===== config.mk =====
export PLATFORM = sky130hd
export DESIGN_NAME = instr_encoder_loader
export DESIGN_NICKNAME = d
export VERILOG_FILES = /design/src/rtl/instr_encoder_loader.sv
export SDC_FILE = /design/constraint.sdc
export NUM_CORES = 1
export LEC_CHECK = 0
export ABC_CLOCK_PERIOD_IN_PS = 2350
export BUFFER_PORTS_ARGS = -buffer_cell sky130_fd_sc_hd__buf_2
export CAP_MARGIN = 20
export CORE_ASPECT_RATIO = 2
export CORE_MARGIN = 2
export CORE_UTILIZATION = 49
export DETAILED_ROUTE_END_ITERATION = 8
export MAX_ROUTING_LAYER = met4
export PLACE_DENSITY_LB_ADDON = 0.1
export SYNTH_ARGS = -nofsm -noshare
export SYNTH_HDL_FRONTEND = slang
export SYNTH_SLANG_ARGS = --single-unit

===== constraint.sdc =====
create_clock -name clock -period 2.35 [get_ports clock]
set_clock_uncertainty 0.2 [all_clocks]
set_input_delay 0.235 -clock clock [delete_from_list [all_inputs] [get_ports clock]]
set_output_delay 0.235 -clock clock [all_outputs]
set_load 0.1 [all_outputs]

===== src/rtl/instr_encoder_loader.sv =====
// Encoder side of the instruction decoder: builds RV32I words from field-level requests and
// writes them sequentially into instruction memory. Define ENC_READBACK_EN for a readback check.
module instr_encoder_loader #(
    parameter int unsigned       ADDR_W    = 32,
    parameter logic [ADDR_W-1:0] BASE_ADDR = '0,
    parameter int unsigned       DEPTH     = 64,
    parameter logic [31:0]       TERM_WORD = 32'hFFFF_FFFF,
    localparam int unsigned      CNT_W     = $clog2(DEPTH) + 1
) (
    input  logic              clock,
    input  logic              rst,
    input  logic              req_valid,
    output logic              req_ready,
    input  logic [2:0]        req_kind,
    input  logic [1:0]        req_op,
    input  logic [4:0]        req_rd,
    input  logic [4:0]        req_rs1,
    input  logic [4:0]        req_rs2,
    input  logic [12:0]       req_imm,
    input  logic [31:0]       mem_rdata,
    output logic              mem_we,
    output logic [ADDR_W-1:0] mem_addr,
    output logic [31:0]       mem_wdata,
    output logic [CNT_W-1:0]  word_count,
    output logic              done,
    output logic              err,
    output logic [2:0]        err_code
);

    localparam logic [2:0] ST_IDLE   = 3'd0;
    localparam logic [2:0] ST_ENCODE = 3'd1;
    localparam logic [2:0] ST_SETUP  = 3'd2;
    localparam logic [2:0] ST_WRITE  = 3'd3;
    localparam logic [2:0] ST_DONE   = 3'd4;
`ifdef ENC_READBACK_EN
    localparam logic [2:0] ST_VERIFY = 3'd5;
`endif

    localparam logic [2:0] KIND_R   = 3'd0;
    localparam logic [2:0] KIND_I   = 3'd1;
    localparam logic [2:0] KIND_LW  = 3'd2;
    localparam logic [2:0] KIND_SW  = 3'd3;
    localparam logic [2:0] KIND_BEQ = 3'd4;
    localparam logic [2:0] KIND_END = 3'd5;

    localparam logic [1:0] OP_SUB = 2'd1;
    localparam logic [1:0] OP_AND = 2'd2;
    localparam logic [1:0] OP_OR  = 2'd3;

    localparam logic [2:0] ERR_NONE  = 3'd0;
    localparam logic [2:0] ERR_KIND  = 3'd1;
    localparam logic [2:0] ERR_RANGE = 3'd2;
    localparam logic [2:0] ERR_ODD   = 3'd3;
    localparam logic [2:0] ERR_FULL  = 3'd4;
`ifdef ENC_READBACK_EN
    localparam logic [2:0] ERR_RDBK  = 3'd5;
`endif

    localparam logic [6:0] OPC_R   = 7'b0110011;
    localparam logic [6:0] OPC_I   = 7'b0010011;
    localparam logic [6:0] OPC_LW  = 7'b0000011;
    localparam logic [6:0] OPC_SW  = 7'b0100011;
    localparam logic [6:0] OPC_BEQ = 7'b1100011;

    logic [2:0]       state_q, state_d;
    logic [2:0]       kind_q, kind_d;
    logic [1:0]       op_q, op_d;
    logic [4:0]       rd_q, rd_d;
    logic [4:0]       rs1_q, rs1_d;
    logic [4:0]       rs2_q, rs2_d;
    logic [12:0]      imm_q, imm_d;
    logic [31:0]      wdata_q, wdata_d;
    logic [CNT_W-1:0] count_q, count_d;
    logic             done_q, done_d;
    logic             err_q, err_d;
    logic [2:0]       code_q, code_d;
    logic             we_q, we_d;

    logic [2:0]  f3_alu;
    logic [6:0]  f7_alu;
    logic        imm_fits12;
    logic        beq_in_range;
    logic        is_full;
    logic        kind_illegal;
    logic [2:0]  enc_code;
    logic [31:0] enc_word;
    logic [31:0] word_r;
    logic [31:0] word_i;
    logic [31:0] word_lw;
    logic [31:0] word_sw;
    logic [31:0] word_beq;

    // Field encodings shared by R and I forms: op 1 selects SUB for R and is illegal for I.
    always_comb begin
        f3_alu = 3'b000;
        f7_alu = 7'b0000000;
        case (op_q)
            OP_SUB:  f7_alu = 7'b0100000;
            OP_AND:  f3_alu = 3'b111;
            OP_OR:   f3_alu = 3'b110;
            default: f3_alu = 3'b000;
        endcase
    end

    assign word_r   = {f7_alu, rs2_q, rs1_q, f3_alu, rd_q, OPC_R};
    assign word_i   = {imm_q[11:0], rs1_q, f3_alu, rd_q, OPC_I};
    assign word_lw  = {imm_q[11:0], rs1_q, 3'b010, rd_q, OPC_LW};
    assign word_sw  = {imm_q[11:5], rs2_q, rs1_q, 3'b010, imm_q[4:0], OPC_SW};
    assign word_beq = {imm_q[12], imm_q[10:5], rs2_q, rs1_q, 3'b000, imm_q[4:1], imm_q[11],
                       OPC_BEQ};

    // A 13-bit value fits in 12 signed bits when its two top bits agree.
    assign imm_fits12   = (imm_q[12] == imm_q[11]);
    assign beq_in_range = (imm_q != 13'h0FFF);
    assign is_full      = (count_q == CNT_W'(DEPTH - 1));
    assign kind_illegal = (kind_q > KIND_END) || ((kind_q == KIND_I) && (op_q == OP_SUB));

    always_comb begin
        enc_code = ERR_NONE;
        if (kind_illegal) begin
            enc_code = ERR_KIND;
        end else if (is_full && (kind_q != KIND_END)) begin
            enc_code = ERR_FULL;
        end else if (((kind_q == KIND_I) || (kind_q == KIND_LW) || (kind_q == KIND_SW))
                     && !imm_fits12) begin
            enc_code = ERR_RANGE;
        end else if ((kind_q == KIND_BEQ) && !beq_in_range) begin
            enc_code = ERR_RANGE;
        end else if ((kind_q == KIND_BEQ) && imm_q[0]) begin
            enc_code = ERR_ODD;
        end
    end

    always_comb begin
        enc_word = '0;
        case (kind_q)
            KIND_R:   enc_word = word_r;
            KIND_I:   enc_word = word_i;
            KIND_LW:  enc_word = word_lw;
            KIND_SW:  enc_word = word_sw;
            KIND_BEQ: enc_word = word_beq;
            KIND_END: enc_word = TERM_WORD;
            default:  enc_word = '0;
        endcase
    end

    always_comb begin
        state_d = state_q;
        kind_d  = kind_q;
        op_d    = op_q;
        rd_d    = rd_q;
        rs1_d   = rs1_q;
        rs2_d   = rs2_q;
        imm_d   = imm_q;
        wdata_d = wdata_q;
        count_d = count_q;
        done_d  = done_q;
        err_d   = 1'b0;
        code_d  = code_q;
        we_d    = 1'b0;
        case (state_q)
            ST_IDLE: begin
                if (req_valid && req_ready) begin
                    kind_d  = req_kind;
                    op_d    = req_op;
                    rd_d    = req_rd;
                    rs1_d   = req_rs1;
                    rs2_d   = req_rs2;
                    imm_d   = req_imm;
                    code_d  = ERR_NONE;
                    state_d = ST_ENCODE;
                end
            end
            ST_ENCODE: begin
                if (enc_code != ERR_NONE) begin
                    err_d   = 1'b1;
                    code_d  = enc_code;
                    state_d = ST_IDLE;
                end else begin
                    wdata_d = enc_word;
                    state_d = ST_SETUP;
                end
            end
            // Address and data are stable for a full cycle before the strobe.
            ST_SETUP: begin
                we_d    = 1'b1;
                state_d = ST_WRITE;
            end
            ST_WRITE: begin
`ifdef ENC_READBACK_EN
                state_d = ST_VERIFY;
`else
                count_d = count_q + CNT_W'(1);
                if (kind_q == KIND_END) begin
                    done_d  = 1'b1;
                    state_d = ST_DONE;
                end else begin
                    state_d = ST_IDLE;
                end
`endif
            end
`ifdef ENC_READBACK_EN
            // mem_addr still points at the word just written since count is not yet bumped.
            ST_VERIFY: begin
                count_d = count_q + CNT_W'(1);
                if (mem_rdata != wdata_q) begin
                    err_d  = 1'b1;
                    code_d = ERR_RDBK;
                end
                if (kind_q == KIND_END) begin
                    done_d  = 1'b1;
                    state_d = ST_DONE;
                end else begin
                    state_d = ST_IDLE;
                end
            end
`endif
            ST_DONE: state_d = ST_DONE;
            default: state_d = ST_IDLE;
        endcase
    end

    always_ff @(posedge clock) begin
        if (!rst) begin
            state_q <= ST_IDLE;
            kind_q  <= '0;
            op_q    <= '0;
            rd_q    <= '0;
            rs1_q   <= '0;
            rs2_q   <= '0;
            imm_q   <= '0;
            wdata_q <= '0;
            count_q <= '0;
            done_q  <= 1'b0;
            err_q   <= 1'b0;
            code_q  <= ERR_NONE;
            we_q    <= 1'b0;
        end else begin
            state_q <= state_d;
            kind_q  <= kind_d;
            op_q    <= op_d;
            rd_q    <= rd_d;
            rs1_q   <= rs1_d;
            rs2_q   <= rs2_d;
            imm_q   <= imm_d;
            wdata_q <= wdata_d;
            count_q <= count_d;
            done_q  <= done_d;
            err_q   <= err_d;
            code_q  <= code_d;
            we_q    <= we_d;
        end
    end

`ifndef ENC_READBACK_EN
    logic unused_rdata;
    assign unused_rdata = ^mem_rdata;
`endif

    assign req_ready  = (state_q == ST_IDLE) && !done_q;
    assign mem_we     = we_q;
    assign mem_addr   = BASE_ADDR + (ADDR_W'(count_q) << 2);
    assign mem_wdata  = wdata_q;
    assign word_count = count_q;
    assign done       = done_q;
    assign err        = err_q;
    assign err_code   = code_q;

endmodule

==> results of run 1 <==
-- state kept, by name (all words and copies together), names as in the netlist --
name,cells
imm_q,13
op_q,2
kind_q,3
err_code,3
word_count,7
mem_we,1
rs2_q,5
done,1
state_q,3
rs1_q,5
err,1
rd_q,5
mem_wdata,30
-- synth_stat cells, drive strengths merged, types with 5 or more instances --
library cell  count
a21oi            40
and2              7
buf              46
clkbuf           17
dfxtp            79
mux2              6
mux2i            19
nand2           101
nand3             8
nand4             5
nor2             20
nor2b             7
o211ai           13
o21ai             8
o221a            11
xnor2             5
-- cell type report --
type	count	area [µm²]	area share (%)
clock buffers	11	253	5.29
repair buffers	134	866	18.1
clock inverters	4	45.0	0.944
inverters	5	18.8	0.393
multi-input cells	323	1880	39.3
flip-flops and latches	79	1600	33.4
well taps	94	118	2.46
-- cells by family (layout without fill, tap and decap cells) --
logic type	count (synthesis)	count (layout)	share of synthesized area (%)
compound gates	93	93	16.9
xor+xnor	7	7	1.62
fa+ha+maj	1	1	0.332
buf+inv	68	154	11.2
flops	79	79	41.9
mux	25	25	6.83
other cells	1	25	0.0994
simple gates	172	172	21.2
-- per-layer routing --
layer  GRT usage (%)  share of wire [%]  vias up
met1            26.8                 38     1563
li1                -                  -     1698
met3            5.09                4.5       17
met4            11.6                3.1        0
met5               -                  0        -
met2            42.2                 55      100
-- final timing paths --
path | to | start
worst max register to register | mem_wdata[12] | kind_q[2]
worst min-delay path | rs1_q[4] | req_rs1[4]
worst min register to register | mem_wdata[5] | mem_wdata[5]
worst max-delay path | mem_wdata[12] | kind_q[2]
-- power groups by stage --
stage               logic (mW)  registers (mW)  clock network (mW)
detailed placement        1.30            1.59                   0
finish                    1.34            1.57                1.38
global route              1.42            1.58                1.47
floorplan                0.751            1.98                   0
CTS                       1.34            1.57                1.41
global placement          1.29            1.59                   0
-- critical path, stage by stage, from the launching register on --
cell     delay, ns
dfxtp_1       0.40
buf_4         0.21
and2_1        0.18
a31oi_2       0.18
and4_4        0.55
mux2i_1       0.24
-- per-stage QoR --
stage,setup TNS (ns),util [%],instances
after floorplan,-3.83,-,470
after global placement,0,55.0,603
after detailed placement,0,55.0,603
after CTS,0,63.2,650
after global routing,0,63.3,650
final,0,63.3,650
-- what timing repair did --
action	in CTS	in global routing
endpoints found under the hold margin	32	0
hold buffers	32	0
endpoints found under the setup margin	0	9
buffers inserted	0	0
resized for setup	0	1
-- layout by cell type (no fill, tap or decap), drive strengths merged, types with 11 or more instances in the layout --
| cell type | netlist | final |
|---|---|---|
| dlygate4sd3 | 0 | 32 |
| nor2 | 20 | 20 |
| dfxtp | 79 | 79 |
| conb | 1 | 25 |
| o221a | 11 | 11 |
| buf | 46 | 102 |
| nand2 | 101 | 101 |
| mux2i | 19 | 19 |
| o211ai | 13 | 13 |
| a21oi | 40 | 40 |
| clkbuf | 17 | 11 |
==> impl_metrics.toml, run 1 <==
[global_routing]
grt.total_usage_pct = 24.7
antenna_found_initial = 0
grt_pass1_wl_um = 15500
overflow = 0
first_global_vias = 3276
grt_max_degree = 43

[drt]
wire_per_inst_um = 14.7
drc_errors = 0
ant_nets = 0
drt-initial-drc-count = 212
vias_per_cell = 5.20
drt_first_pass_iters = 4
drt-total-wl_um = 9530
num_vias = 3378

[die]
dieWidth_um = 66.1
io-pin-count = 146
dieArea_um2 = 8460
start_util_pct = 50.0
rows = 45
die_h_um = 128
core_area_um2 = 7540

[timing]
grt_setup_unrepaired = "no"
setup_ws_ns = 0.282
hold_viol = 0
final.min_clock_period_ns = 2.07
slew_headroom_pct = 63.1
holdWs_ns = 0.0509
tightestPinTransition_ns = 0.553
setup_viol = 0
drv_slew = 0
period_share_pct = 88.0
clock.fmax_ghz = 0.484

[placement]
hpwl_um = 6700
placed_area_um2 = 4150
place_ws_ns = 0.152
gp_congestion = 0.810
io_buffers = 88

[layout]
areaGrowthSynthToFinish_pct = 26.5
nFillCells = 683
drive_above_1_share_pct = 25.0
final_area_um2 = 4770
final_nets = 621
antenna_cells = 0

[hold_path]
hold_depth = 3
hp-class = "input port to flop"

[logic_synthesis]
syn-cell-area_um2 = 3770
synth.area.top_cells = "dfxtp_1 42%, nand2_1 10%, buf_4 6.8%"
syn-mean-instance-area_um2 = 8.46
synthArstFlopShare_pct = 0
synthDistinctLibCells = 52
synthCells = 446
synth_top_area_share_pct = 41.9
yosys.area.top_type = "dfxtp_1"
synth_warnings = 0
ys_seq_area_share_pct = 41.9
synth_ff_type = "dfxtp_1"
ys_seq_elements = 79
synth_enable_flop_cells = 0

[power_and_ir_drop]
pwr-share-seq_pct = 36.5
vdd_drop_max_mv = 0.553
pwr-share-clk_pct = 32.3
internal-power_mw = 2.65
p_sw_share_pct = 38.2
power.total_mw = 4.29
power_density_nw_per_um2 = 898
p_leak_nw = 2.04
p_sw_mw = 1.64
comb_power_share_pct = 31.2

[clock_network]
numCtsBuffers = 9
cts-root-buf = "clkbuf_16"
cts_tree = "built"
h-tree-depth = 3
cts.sinks = 79
insertion_delay_ns = 0.33
clk_pin_slew_ns = 0.06
cts.path.max_buffers = 2

[worst_setup_path]
cp.arrival_ns = 2.13
worstPathMaxFanout = 30
ff2ff_setup_slack_ns = 0.28
critPathLaunchType = "flop"
worst_r2r_path_depth = 5
crit_type = "flop to flop"
worstSetupEndpointType = "flop"
required_ns = 2.41

[status]
run_status = "finished, final reports clean"

[job]
maxCapViolCount = 0
Power figures use the tool's default switching activity.
==> inputs of run 2 (changes only) <==
--- a/config.mk
+++ b/config.mk
@@ -5,12 +5,12 @@
 export SDC_FILE = /design/constraint.sdc
 export NUM_CORES = 1
 export LEC_CHECK = 0
-export ABC_CLOCK_PERIOD_IN_PS = 2350
+export ABC_CLOCK_PERIOD_IN_PS = 1900
 export BUFFER_PORTS_ARGS = -buffer_cell sky130_fd_sc_hd__buf_2
 export CAP_MARGIN = 20
 export CORE_ASPECT_RATIO = 2
 export CORE_MARGIN = 2
-export CORE_UTILIZATION = 49
+export CORE_UTILIZATION = 44
 export DETAILED_ROUTE_END_ITERATION = 8
 export MAX_ROUTING_LAYER = met4
 export PLACE_DENSITY_LB_ADDON = 0.1
==> constraint.sdc (replaced) <==
create_clock -name clock -period 1.9 [get_ports clock]
set_clock_uncertainty 0.2 [all_clocks]
set_input_delay 0.19 -clock clock [delete_from_list [all_inputs] [get_ports clock]]
set_output_delay 0.19 -clock clock [all_outputs]
set_load 0.1 [all_outputs]
==> impl_metrics.toml, run 2 (same netlist as run 1, synthesis figures left out) <==
[worst_setup_path]
cp_slowest_cell = "dfxtp_1"
cp.arrival_ns = 1.85
worstPathMaxFanout = 11
timing.rr.start = "kind_q[0]"
max_stage_delay_ns = 0.45
ff2ff_setup_slack_ns = 0.07
crit_type = "flop to flop"
critPathLaunchType = "flop"
crit_chain = "nor2_1 > o31a_1 > and4_4 > buf_4 > o221a_1"
worst_r2r_path_depth = 5
worstSetupEndpointType = "flop"
required_ns = 1.92
rr_endpoint = "mem_wdata[26]"

[hold_path]
min-delay-start = "req_rd[0]"
worstHoldEndpoint = "rd_q[0]"
hold_depth = 3
hp-class = "input port to flop"

[power_and_ir_drop]
power.total_mw = 5.52
power_density_nw_per_um2 = 1100
vdd_drop_max_mv = 0.737
p_leak_nw = 2.15

[global_routing]
grt_pass1_wl_um = 16300
first_global_vias = 3411
overflow = 0
grt.total_usage_pct = 22.7
grt_max_degree = 43
antenna_found_initial = 0

[drt]
drt-total-wl_um = 10200
ant_nets = 0
drt_first_pass_iters = 4
vias_per_cell = 5.16
num_vias = 3463
drt-initial-drc-count = 202
drc_errors = 0
wire_per_inst_um = 15.1

[timing]
period_share_pct = 96.3
holdWs_ns = -0.00370
hold_viol = 1
grt_setup_unrepaired = "no"
setup_viol = 0
clock.fmax_ghz = 0.547
final.min_clock_period_ns = 1.83
drv_slew = 0

[die]
io-pin-count = 146
dieWidth_um = 69.5
start_util_pct = 45.5
die_h_um = 135
core_area_um2 = 8290
rows = 47
dieArea_um2 = 9380

[layout]
final_cell_mix = "100 x nand2_1, 87 x buf_2, 67 x dfxtp_1"
final_area_um2 = 4990
largest_reg_flops = 30
drive_above_1_share_pct = 27.6
final_util_pct = 60.2
final_nets = 637
areaGrowthSynthToFinish_pct = 32.3
antenna_cells = 0
fin_cells = 671
final_common_cell = "nand2_1"

[clock_network]
cts.path.max_buffers = 2
cts.sinks = 79
h-tree-depth = 3
insertion_delay_ns = 0.33
clk_pin_slew_ns = 0.06
numCtsBuffers = 9
cts-root-buf = "clkbuf_16"
cts_tree = "built"

[status]
violations = "negative hold slack"
run_status = "finished, violations left"

[placement]
io_buffers = 88
placed_area_um2 = 4340
placedCellCount = 623
hpwl_um = 7390
gp_congestion = 0.864

[job]
maxCapViolCount = 0
run 2: cell types whose count changed in the layout (fill, tap and decap cells not counted), sizes merged:
| cell | previous run | this run |
|---|---|---|
| buf | 102 | 118 |
| clkinv | 4 | 2 |
| clkbuf | 11 | 14 |
run 2: repair_timing:
item	in CTS	in global routing
resized for setup	0	4
buffers inserted	0	0
hold buffers	32	0
endpoints found under the setup margin	0	26
hold endpoints to repair	32	0
run 2: worst max path at each step:
stage | startpoint | to | slack [ns] | depth (start not counted)
finish | kind_q[0] | mem_wdata[26] | 0.07 | 5
global route | kind_q[0] | mem_wdata[26] | 0.005 | 5
CTS | kind_q[2] | mem_wdata[8] | 0.03 | 5
detailed placement | kind_q[2] | mem_wdata[8] | 0.06 | 5
global placement | kind_q[2] | mem_wdata[27] | 0.09 | 5
floorplan | done | kind_q[0] | -0.58 | 5
run 2: metrics by stage:
stage               setup WS (ns)  setup TNS, ns
floorplan                  -0.584         -21.08
global placement           0.0869              0
detailed placement         0.0581              0
CTS                        0.0311              0
global route              0.00467              0
finish                     0.0712              0
run 2: power breakdown:
part	internal (mW)	total [mW]	switching (mW)
sequential	1.80	1.92	0.123
clock	1.17	1.81	0.638
combinational	0.491	1.79	1.30
run 2: worst max-delay path, delay by kind of cell, from the launching register on:
kind / cells / cell delay, ns
buffers and inverters: 1 / 0.18
and+or+nand+nor: 2 / 0.33
DFF: 1 / 0.45
AOI/OAI and AO/OA: 2 / 0.56
run 2: layout make-up:
cell class                 instances  area [µm²]
multi-input combinational        323        1880
inverter                           5        18.8
fill                             760        3300
timing repair buffer             150        1040
sequential                        79        1610
clock buffer                      14         285
clock inverter                     2        35.0
tap                               98         123
run 2: routing by layer:
| metal | GRT usage (%) | routed length [µm] |
|---|---|---|
| met1 | 23.2 | 3780 |
| met2 | 42.5 | 5700 |
| met3 | 3.21 | 410 |
| met4 | 9.80 | 265 |
| met5 | - | 0 |
